===== src/rtl/aq_axils_pkg.sv =====
// rtl/aq_axils_pkg.sv - shared AXI4-Lite bridge types and response codes
package aq_axils_pkg;

  // Bridge sequencing: accept in IDLE, hold the local strobe in *_ACC, present the response in *_RESP
  typedef enum logic [2:0] {
    IDLE    = 3'd0,
    WR_ACC  = 3'd1,
    RD_ACC  = 3'd2,
    WR_RESP = 3'd3,
    RD_RESP = 3'd4
  } state_t;

  localparam logic [1:0] RESP_OKAY   = 2'b00;
  localparam logic [1:0] RESP_SLVERR = 2'b10;

endpackage


===== src/rtl/aq_axils_local_bridge_if.sv =====
// rtl/aq_axils_local_bridge_if.sv - AXI4-Lite host side and local-bus side of the bridge
interface aq_axils_local_bridge_if;

  // AXI4-Lite write address / data / response
  logic [31:0] awaddr;
  logic        awvalid;
  logic        awready;
  logic [31:0] wdata;
  logic [3:0]  wstrb;
  logic        wvalid;
  logic        wready;
  logic [1:0]  bresp;
  logic        bvalid;
  logic        bready;

  // AXI4-Lite read address / data
  logic [31:0] araddr;
  logic        arvalid;
  logic        arready;
  logic [31:0] rdata;
  logic [1:0]  rresp;
  logic        rvalid;
  logic        rready;

  // Single-beat local bus toward the register blocks
  logic        local_cs;
  logic        local_rnw;
  logic        local_ack;
  logic [31:0] local_addr;
  logic [3:0]  local_be;
  logic [31:0] local_wdata;
  logic [31:0] local_rdata;

  // Bridge view: AXI slave, local-bus initiator
  modport slave (
    input  awaddr, awvalid, wdata, wstrb, wvalid, bready,
    input  araddr, arvalid, rready,
    input  local_ack, local_rdata,
    output awready, wready, bresp, bvalid,
    output arready, rdata, rresp, rvalid,
    output local_cs, local_rnw, local_addr, local_be, local_wdata
  );

  // Host / register-block view
  modport master (
    output awaddr, awvalid, wdata, wstrb, wvalid, bready,
    output araddr, arvalid, rready,
    output local_ack, local_rdata,
    input  awready, wready, bresp, bvalid,
    input  arready, rdata, rresp, rvalid,
    input  local_cs, local_rnw, local_addr, local_be, local_wdata
  );

endinterface


===== src/rtl/aq_axils_local_bridge.sv =====
// rtl/aq_axils_local_bridge.sv - AXI4-Lite slave to single-beat local bus bridge with access timeout
module aq_axils_local_bridge
  import aq_axils_pkg::*;
#(
  parameter int TIMEOUT = 256
) (
  input  logic                   clk,
  input  logic                   rst,
  aq_axils_local_bridge_if.slave bus
);

  localparam int            CW       = $clog2(TIMEOUT + 1);
  localparam logic [CW-1:0] CNT_LAST = CW'(TIMEOUT - 1);

  state_t        state;
  state_t        state_next;
  logic [CW-1:0] cnt;
  logic          last_write;
  logic          wr_req;
  logic          rd_req;
  logic          wr_grant;
  logic          rd_grant;
  logic          in_acc;
  logic          expired;
  logic          acc_done;
  logic [31:0]   addr_q;
  logic [31:0]   wdata_q;
  logic [31:0]   rdata_q;
  logic [3:0]    be_q;
  logic          rnw_q;
  logic [1:0]    bresp_q;
  logic [1:0]    rresp_q;

  assign wr_req   = bus.awvalid & bus.wvalid;
  assign rd_req   = bus.arvalid;
  assign in_acc   = (state == WR_ACC) || (state == RD_ACC);
  assign expired  = (cnt == CNT_LAST);
  assign acc_done = in_acc && (bus.local_ack || expired);

  // Next state and accept decision; on contention the type not served last wins
  always_comb begin
    state_next = state;
    wr_grant   = 1'b0;
    rd_grant   = 1'b0;
    case (state)
      IDLE: begin
        if (!rst) begin
          if (wr_req && (!rd_req || !last_write)) begin
            wr_grant   = 1'b1;
            state_next = WR_ACC;
          end else if (rd_req) begin
            rd_grant   = 1'b1;
            state_next = RD_ACC;
          end
        end
      end
      WR_ACC:  if (bus.local_ack || expired) state_next = WR_RESP;
      RD_ACC:  if (bus.local_ack || expired) state_next = RD_RESP;
      WR_RESP: if (bus.bready) state_next = IDLE;
      RD_RESP: if (bus.rready) state_next = IDLE;
      default: state_next = IDLE;
    endcase
  end

  // State register
  always_ff @(posedge clk) begin
    if (rst) state <= IDLE;
    else     state <= state_next;
  end

  // Timeout counter: cleared on accept, advances each access cycle that does not finish
  always_ff @(posedge clk) begin
    if (rst || wr_grant || rd_grant) cnt <= '0;
    else if (in_acc && !acc_done)    cnt <= cnt + CW'(1);
  end

  // Access latches, arbitration history and response capture
  always_ff @(posedge clk) begin
    if (rst) begin
      addr_q     <= '0;
      wdata_q    <= '0;
      be_q       <= '0;
      rnw_q      <= 1'b1;
      last_write <= 1'b0;
      rdata_q    <= '0;
      bresp_q    <= RESP_OKAY;
      rresp_q    <= RESP_OKAY;
    end else begin
      if (wr_grant) begin
        addr_q     <= bus.awaddr;
        wdata_q    <= bus.wdata;
        be_q       <= bus.wstrb;
        rnw_q      <= 1'b0;
        last_write <= 1'b1;
      end else if (rd_grant) begin
        addr_q     <= bus.araddr;
        be_q       <= 4'hF;
        rnw_q      <= 1'b1;
        last_write <= 1'b0;
      end
      // A late ack coinciding with expiry still counts as success
      if (acc_done && state == WR_ACC) begin
        bresp_q <= bus.local_ack ? RESP_OKAY : RESP_SLVERR;
      end
      if (acc_done && state == RD_ACC) begin
        rresp_q <= bus.local_ack ? RESP_OKAY : RESP_SLVERR;
        rdata_q <= bus.local_ack ? bus.local_rdata : 32'h0;
      end
      // Read data is only visible while the read response is pending
      if (state == RD_RESP && bus.rready) rdata_q <= '0;
    end
  end

  assign bus.awready     = wr_grant;
  assign bus.wready      = wr_grant;
  assign bus.arready     = rd_grant;
  assign bus.bvalid      = (state == WR_RESP);
  assign bus.rvalid      = (state == RD_RESP);
  assign bus.bresp       = bresp_q;
  assign bus.rresp       = rresp_q;
  assign bus.rdata       = rdata_q;
  assign bus.local_cs    = in_acc;
  assign bus.local_rnw   = rnw_q;
  assign bus.local_addr  = addr_q;
  assign bus.local_be    = be_q;
  assign bus.local_wdata = wdata_q;

endmodule


===== src/flat_wrapper.sv =====
// flat-port wrapper written by rule: the top's interface ports become plain ports
module aq_axils_local_bridge_flat import aq_axils_pkg::*;
#(
  parameter int TIMEOUT = 256
)
  (clk, rst, bus_awaddr, bus_awvalid, bus_wdata, bus_wstrb, bus_wvalid, bus_bready, bus_araddr, bus_arvalid, bus_rready, bus_local_ack, bus_local_rdata, bus_awready, bus_wready, bus_bresp, bus_bvalid, bus_arready, bus_rdata, bus_rresp, bus_rvalid, bus_local_cs, bus_local_rnw, bus_local_addr, bus_local_be, bus_local_wdata);
  aq_axils_local_bridge_if bus_i ();
  input  logic clk;
  input  logic rst;
  input wire logic [$bits(bus_i.awaddr)-1:0] bus_awaddr;
  input wire logic [$bits(bus_i.awvalid)-1:0] bus_awvalid;
  input wire logic [$bits(bus_i.wdata)-1:0] bus_wdata;
  input wire logic [$bits(bus_i.wstrb)-1:0] bus_wstrb;
  input wire logic [$bits(bus_i.wvalid)-1:0] bus_wvalid;
  input wire logic [$bits(bus_i.bready)-1:0] bus_bready;
  input wire logic [$bits(bus_i.araddr)-1:0] bus_araddr;
  input wire logic [$bits(bus_i.arvalid)-1:0] bus_arvalid;
  input wire logic [$bits(bus_i.rready)-1:0] bus_rready;
  input wire logic [$bits(bus_i.local_ack)-1:0] bus_local_ack;
  input wire logic [$bits(bus_i.local_rdata)-1:0] bus_local_rdata;
  output wire logic [$bits(bus_i.awready)-1:0] bus_awready;
  output wire logic [$bits(bus_i.wready)-1:0] bus_wready;
  output wire logic [$bits(bus_i.bresp)-1:0] bus_bresp;
  output wire logic [$bits(bus_i.bvalid)-1:0] bus_bvalid;
  output wire logic [$bits(bus_i.arready)-1:0] bus_arready;
  output wire logic [$bits(bus_i.rdata)-1:0] bus_rdata;
  output wire logic [$bits(bus_i.rresp)-1:0] bus_rresp;
  output wire logic [$bits(bus_i.rvalid)-1:0] bus_rvalid;
  output wire logic [$bits(bus_i.local_cs)-1:0] bus_local_cs;
  output wire logic [$bits(bus_i.local_rnw)-1:0] bus_local_rnw;
  output wire logic [$bits(bus_i.local_addr)-1:0] bus_local_addr;
  output wire logic [$bits(bus_i.local_be)-1:0] bus_local_be;
  output wire logic [$bits(bus_i.local_wdata)-1:0] bus_local_wdata;
  assign bus_i.awaddr = bus_awaddr;
  assign bus_i.awvalid = bus_awvalid;
  assign bus_i.wdata = bus_wdata;
  assign bus_i.wstrb = bus_wstrb;
  assign bus_i.wvalid = bus_wvalid;
  assign bus_i.bready = bus_bready;
  assign bus_i.araddr = bus_araddr;
  assign bus_i.arvalid = bus_arvalid;
  assign bus_i.rready = bus_rready;
  assign bus_i.local_ack = bus_local_ack;
  assign bus_i.local_rdata = bus_local_rdata;
  assign bus_awready = bus_i.awready;
  assign bus_wready = bus_i.wready;
  assign bus_bresp = bus_i.bresp;
  assign bus_bvalid = bus_i.bvalid;
  assign bus_arready = bus_i.arready;
  assign bus_rdata = bus_i.rdata;
  assign bus_rresp = bus_i.rresp;
  assign bus_rvalid = bus_i.rvalid;
  assign bus_local_cs = bus_i.local_cs;
  assign bus_local_rnw = bus_i.local_rnw;
  assign bus_local_addr = bus_i.local_addr;
  assign bus_local_be = bus_i.local_be;
  assign bus_local_wdata = bus_i.local_wdata;
  aq_axils_local_bridge #(.TIMEOUT(TIMEOUT)) u_core (.clk(clk), .rst(rst), .bus(bus_i));
endmodule

===== config.mk =====
export PLATFORM = sky130hd
export DESIGN_NAME = aq_axils_local_bridge_flat
export DESIGN_NICKNAME = d
export VERILOG_FILES = /design/src/rtl/aq_axils_pkg.sv /design/src/rtl/aq_axils_local_bridge_if.sv /design/src/rtl/aq_axils_local_bridge.sv /design/src/flat_wrapper.sv
export SDC_FILE = /design/constraint.sdc
export NUM_CORES = 1
export LEC_CHECK = 0
export ABC_AREA = 1
export CAP_MARGIN = 10
export CELL_PAD_IN_SITES_DETAIL_PLACEMENT = 1
export CELL_PAD_IN_SITES_GLOBAL_PLACEMENT = 2
export CORE_MARGIN = 2
export CORE_UTILIZATION = 22
export CTS_CLUSTER_DIAMETER = 80
export DETAILED_ROUTE_END_ITERATION = 6
export PLACE_DENSITY = 0.87
export SLEW_MARGIN = 10
export SYNTH_ARGS = -nofsm -noshare
export SYNTH_HDL_FRONTEND = slang
export SYNTH_SLANG_ARGS = --single-unit

===== constraint.sdc =====
create_clock -name clk -period 2.9 [get_ports clk]
set_input_delay 0.58 -clock clk [delete_from_list [all_inputs] [get_ports clk]]
set_output_delay 0.58 -clock clk [all_outputs]
set_load 0.02 [all_outputs]

Word level (Yosys, flattened, before mapping)
Cells that the tools add are included.
{ "op_classes": {"add_sub_neg": 1, "multipliers": 0, "n_div": 0, "n_lt_le_gt_ge": 0, "eq_ne": 10, "n_shift": 0, "muxes": 24, "n_bitwise": 1, "reduce_logical": 18} }
{ "ops": {"columns": ["operator", "count"], "rows": [
  ["32-bit 2-to-1 mux", 3],
  ["3-bit 2-to-1 mux", 6],
  ["3-bit case mux with 5 select lines", 1],
  ["1-bit 2-to-1 mux", 11],
  ["9-bit by 1-bit adder with 9-bit output (second input constant)", 1],
  ["9-bit by 8-bit equality test with 1-bit output (second input constant)", 1],
  ["4-bit 2-to-1 mux", 2],
  ["2-bit != test (second input constant)", 4],
  ["3-bit by 2-bit equality test with 1-bit output (second input constant)", 2],
  ["1-bit logical AND", 6],
  ["1-bit logical OR", 5],
  ["5-bit AND reduction", 1],
  ["3-bit by 1-bit equality test with 1-bit output (second input constant)", 1],
  ["3-bit equality test (second input constant)", 1],
  ["1-bit logical NOT", 3],
  ["3-bit logical NOT", 1],
  ["3-bit by 2-bit != test with 1-bit output (second input constant)", 1],
  ["2-bit 2-to-1 mux", 1],
  ["2-bit nonzero test", 1],
  ["2-bit OR reduction", 1],
  ["1-bit AND", 1]
]} }
{ "totals": {"ff_bits": 118, "latchBits": 0, "ram_bits": 0, "romBits": 0, "input_bits": 140, "out_inout_bits": 111, "wordCells": 64, "memories": 0} }

Longest topological paths before layout
{ "logic_depth": {"depth_word": 8, "depth_mapped": 13, "ltp_nobuf": 13} }

Worst setup path after synthesis
Ideal clock, no wire load.
{ "synth_timing": {"kind": "input to output", "start": "input port rst", "end": "output port bus_wready", "arrival_ns": 1.398, "required_time_ns": 2.320, "setup_slack_ns": 0.922, "cell_stages": 6, "path_cell_list": "buf_2 inv_2 nand3_2 nor2_4 buf_4 buf_4"} }
{ "synth_via": {"elab_chain_cells": 2} }
{ "synth_lines": {"columns": ["element", "line_no", "text"], "rows": [
  ["start: declaration", "flat_wrapper.sv:9", "input logic rst;"],
  ["1-bit 2-to-1 mux", "aq_axils_local_bridge.sv:47", "if (!rst) begin"],
  ["1-bit 2-to-1 mux", "aq_axils_local_bridge.sv:45", "case (state)"],
  ["end: declaration", "flat_wrapper.sv:22", "output wire logic [$bits(bus_i.wready)-1:0] bus_wready;"]
]} }
Every way passes these cells.

Worst setup path after layout
{ "layout_timing": {"start": "input port bus_awvalid", "end": "output port bus_wready"} }
{ "layout_via": {"elab_chain_cells": 5} }
{ "layout_lines": {"columns": ["element", "line_no", "text"], "rows": [
  ["start: declaration", "flat_wrapper.sv:11", "input wire logic [$bits(bus_i.awvalid)-1:0] bus_awvalid;"],
  ["1-bit AND", "aq_axils_local_bridge.sv:34", "assign wr_req = bus.awvalid & bus.wvalid;"],
  ["1-bit logical AND", "aq_axils_local_bridge.sv:48", "if (wr_req && (!rd_req || !last_write)) begin"],
  ["1-bit 2-to-1 mux", "aq_axils_local_bridge.sv:48", null],
  ["1-bit 2-to-1 mux", "aq_axils_local_bridge.sv:47", null],
  ["1-bit 2-to-1 mux", "aq_axils_local_bridge.sv:45", null]
]} }
Every way passes these cells.

==> flow_summary_export.csv <==
group,metric,value,unit
layout,fillers,2522,
power_and_ir_drop,p_per_area,769,nW/um2
sta,max_clock_freq,361,MHz
placed_design,dp_slack,0.126,ns
critical_path,worstSetupEndpointType,"primary output",
cts,cts_buffer_depth,2,
layout,syn_to_final_growth,71.0,%
sta,slew_violations,0,
yosys,yosys.area.top_type_share,0.495,
placed_design,place_area,7390,um2
global_routing,grt_max_degree,37,
layout,finalCoreUtilization,0.383,
sta,fin_crit,2.77,ns
cts,post-cts-setup-buffers,0,
die,die_area,22500,um2
critical_path,crit_type,"input pin to primary output",
die,core_area,21000,um2
sta,setup_slack,0.131,ns
layout,multiInputGateArea,2010,um2
yosys,yosysSeqAreaShare,0.495,
yosys,syn_area_per_cell,7.59,um2
sta,finalSetupViolCount,0,
cts,numCtsBuffers,17,
layout,drive_gt1_frac,0.0731,
sta,finalHoldViolations,0,
yosys,synth_top_flop_cell,"dfxtp_1",
routing,wire_per_inst,14.4,um
critical_path,worst_setup_path_start_kind,"input pin",
global_routing,antenna_found_initial,0,
cts,cts_tree,"done",
sta,timing.final.crit_share,0.955,
layout,fin_area,8020,um2
cts,root_buffer,"clkbuf_16",
sta,fin_skew,0.00842,ns
critical_path,cp.arrival,2.19,ns
critical_path,crit_start,"bus_awvalid",
yosys,synth_commonest_cells,"172 x nand2_1, 116 x dfxtp_1, 90 x nor2_1",
cts,cts-resized-gates,0,
die,die_h,150,um
yosys,synth_top_cell_by_area,"dfxtp_1",
sta,whs,0.462,ns
yosys,ys_ff_latch,116,
layout,fin_cells,1151,
min_path,hp-class,"flip-flop to flip-flop",
critical_path,rrSetupSlack,0.52,ns
cts,clk_latency,0.41,ns
die,die_w,150,um
layout,n_antenna_cell,0,
power_and_ir_drop,peakVddDrop,0.351,mV
run_status,outcome,"finished, final reports clean",
yosys,synthesis.area,4690,um2
cts,ctsHoldBuffers,0,
yosys,synth_edf_count,0,
routing,detail-route-antenna-nets,0,
cts,clkSinkCount,116,
layout,finalNetCount,1005,
cts,htree_levels,4,
placed_design,port_buffers,248,
run,cap_viol_max_count,0,
global_routing,grt_first_pass_wirelength,26.1,mm
power_and_ir_drop,power,6.17,mW
global_routing,grt_pass1_vias,5054,
die,start_util,0.224,
routing,routed_via_density,4.22,
yosys,yosysMostFrequentCell,"nand2_1",
die,ioPinCount,251,
routing,drt_iter0_drc,155,
placed_design,gp_congestion,0.726,
yosys,async_flop_share,0,
yosys,yosysUniqueCellTypes,28,
sta,fin_setup_tns,0,ns
sta,slew-limit-headroom,0.627,
critical_path,required,2.32,ns
routing,drc_errors,0,
critical_path,worstReg2RegStart,"u_core.cnt[0]",
yosys,ys.warnings.count,0,
min_path,hp-start,"u_core.bus.rdata[0]",
global_routing,grt_util_all_layers,0.149,
sta,tightest_slew,0.559,ns
power_and_ir_drop,p_leak,3.25,nW
die,num_rows,53,
yosys,yosys-top-cells-area,"dfxtp_1 50%, nand2_1 14%, nor2_1 7.2%",
routing,num_vias,4861,
placed_design,hpwl,12.1,mm
placed_design,post-place-cells,1119,
global_routing,grt_overflow,0,
routing,drt_pre_antenna_iters,4,
yosys,synth_cells,618,
cts,clk_pin_slew_worst_paths,0.05,ns
sta,rsz0062_at_grt,"false",
critical_path,critPathMaxFanout,5,
layout,ff_latch_area,2320,um2
routing,wl,16.5,mm
path summary, 6_finish.rpt:
path / to / depth (start not counted)
max: bus_wready / 6
max reg2reg: u_core.bus.rdata[13] / 12
min reg2reg: u_core.bus.rdata[0] / 2
min: u_core.bus.rdata[0] / 2
power breakdown:
part,internal (mW),switching (mW),leakage [nW]
clock network,1.46,0.767,0.297
registers,1.87,0.155,0.947
logic,0.844,1.07,2.01
cell type report:
cell class                 instances  area share
tap                              275      0.0429
inverter                          32      0.0150
timing repair buffer             261       0.323
clock buffer                      20      0.0557
multi-input combinational        435       0.251
sequential                       116       0.290
clock inverter                    12      0.0223
cell families after synthesis:
kind of cell,synth area share
AND/OR/NAND/NOR,0.277
adder cells (fa/ha/maj),0.00534
flip-flops,0.495
AO/OA/AOI/OAI,0.139
XOR/XNOR,0.00561
buffers and inverters,0.0766
other,0.000800
metal layers:
| layer | vias to the layer above | track usage | part of all wire |
|---|---|---|---|
| met1 | 2197 | 0.178 | 0.43 |
| met5 | - | 0 | 0 |
| met4 | 0 | 0.0561 | 0.021 |
| li1 | 2468 | - | - |
| met3 | 23 | 0.0613 | 0.091 |
| met2 | 173 | 0.238 | 0.46 |
layout by cell type, fill, tap and decap left out, drive strengths merged, types with 3 or more instances in the layout:
| cell | netlist | routed |
|---|---|---|
| clkinv | 0 | 4 |
| clkinvlp | 0 | 3 |
| nand3 | 39 | 39 |
| clkbuf | 3 | 20 |
| nand2 | 176 | 176 |
| a21boi | 31 | 31 |
| nand4 | 3 | 3 |
| bufinv | 0 | 4 |
| clkdlybuf4s50 | 0 | 248 |
| buf | 33 | 13 |
| o21ai | 40 | 40 |
| nor2 | 94 | 94 |
| xor2 | 3 | 3 |
| inv | 32 | 33 |
| a21oi | 41 | 41 |
| dfxtp | 116 | 116 |
sequential cells by signal, indices dropped and copies added (netlist names):
signal	count
u_core.bus.rdata	32
u_core.bus.local_wdata	32
u_core.bus.rresp	1
u_core.last_write	1
u_core.bus.local_be	4
u_core.bus.bresp	1
u_core.cnt	9
u_core.bus.local_addr	32
u_core.state	3
u_core.bus.local_rnw	1
worst max-delay path, stage by stage:
cell and delay [ns]:
clkdlybuf4s50_1 0.46, nand2_1 0.11, inv_1 0.11, nand3_2 0.10, nor2_4 0.19, clkdlybuf4s50_1 0.64
Note: power is estimated with default switching activity, not from simulation.
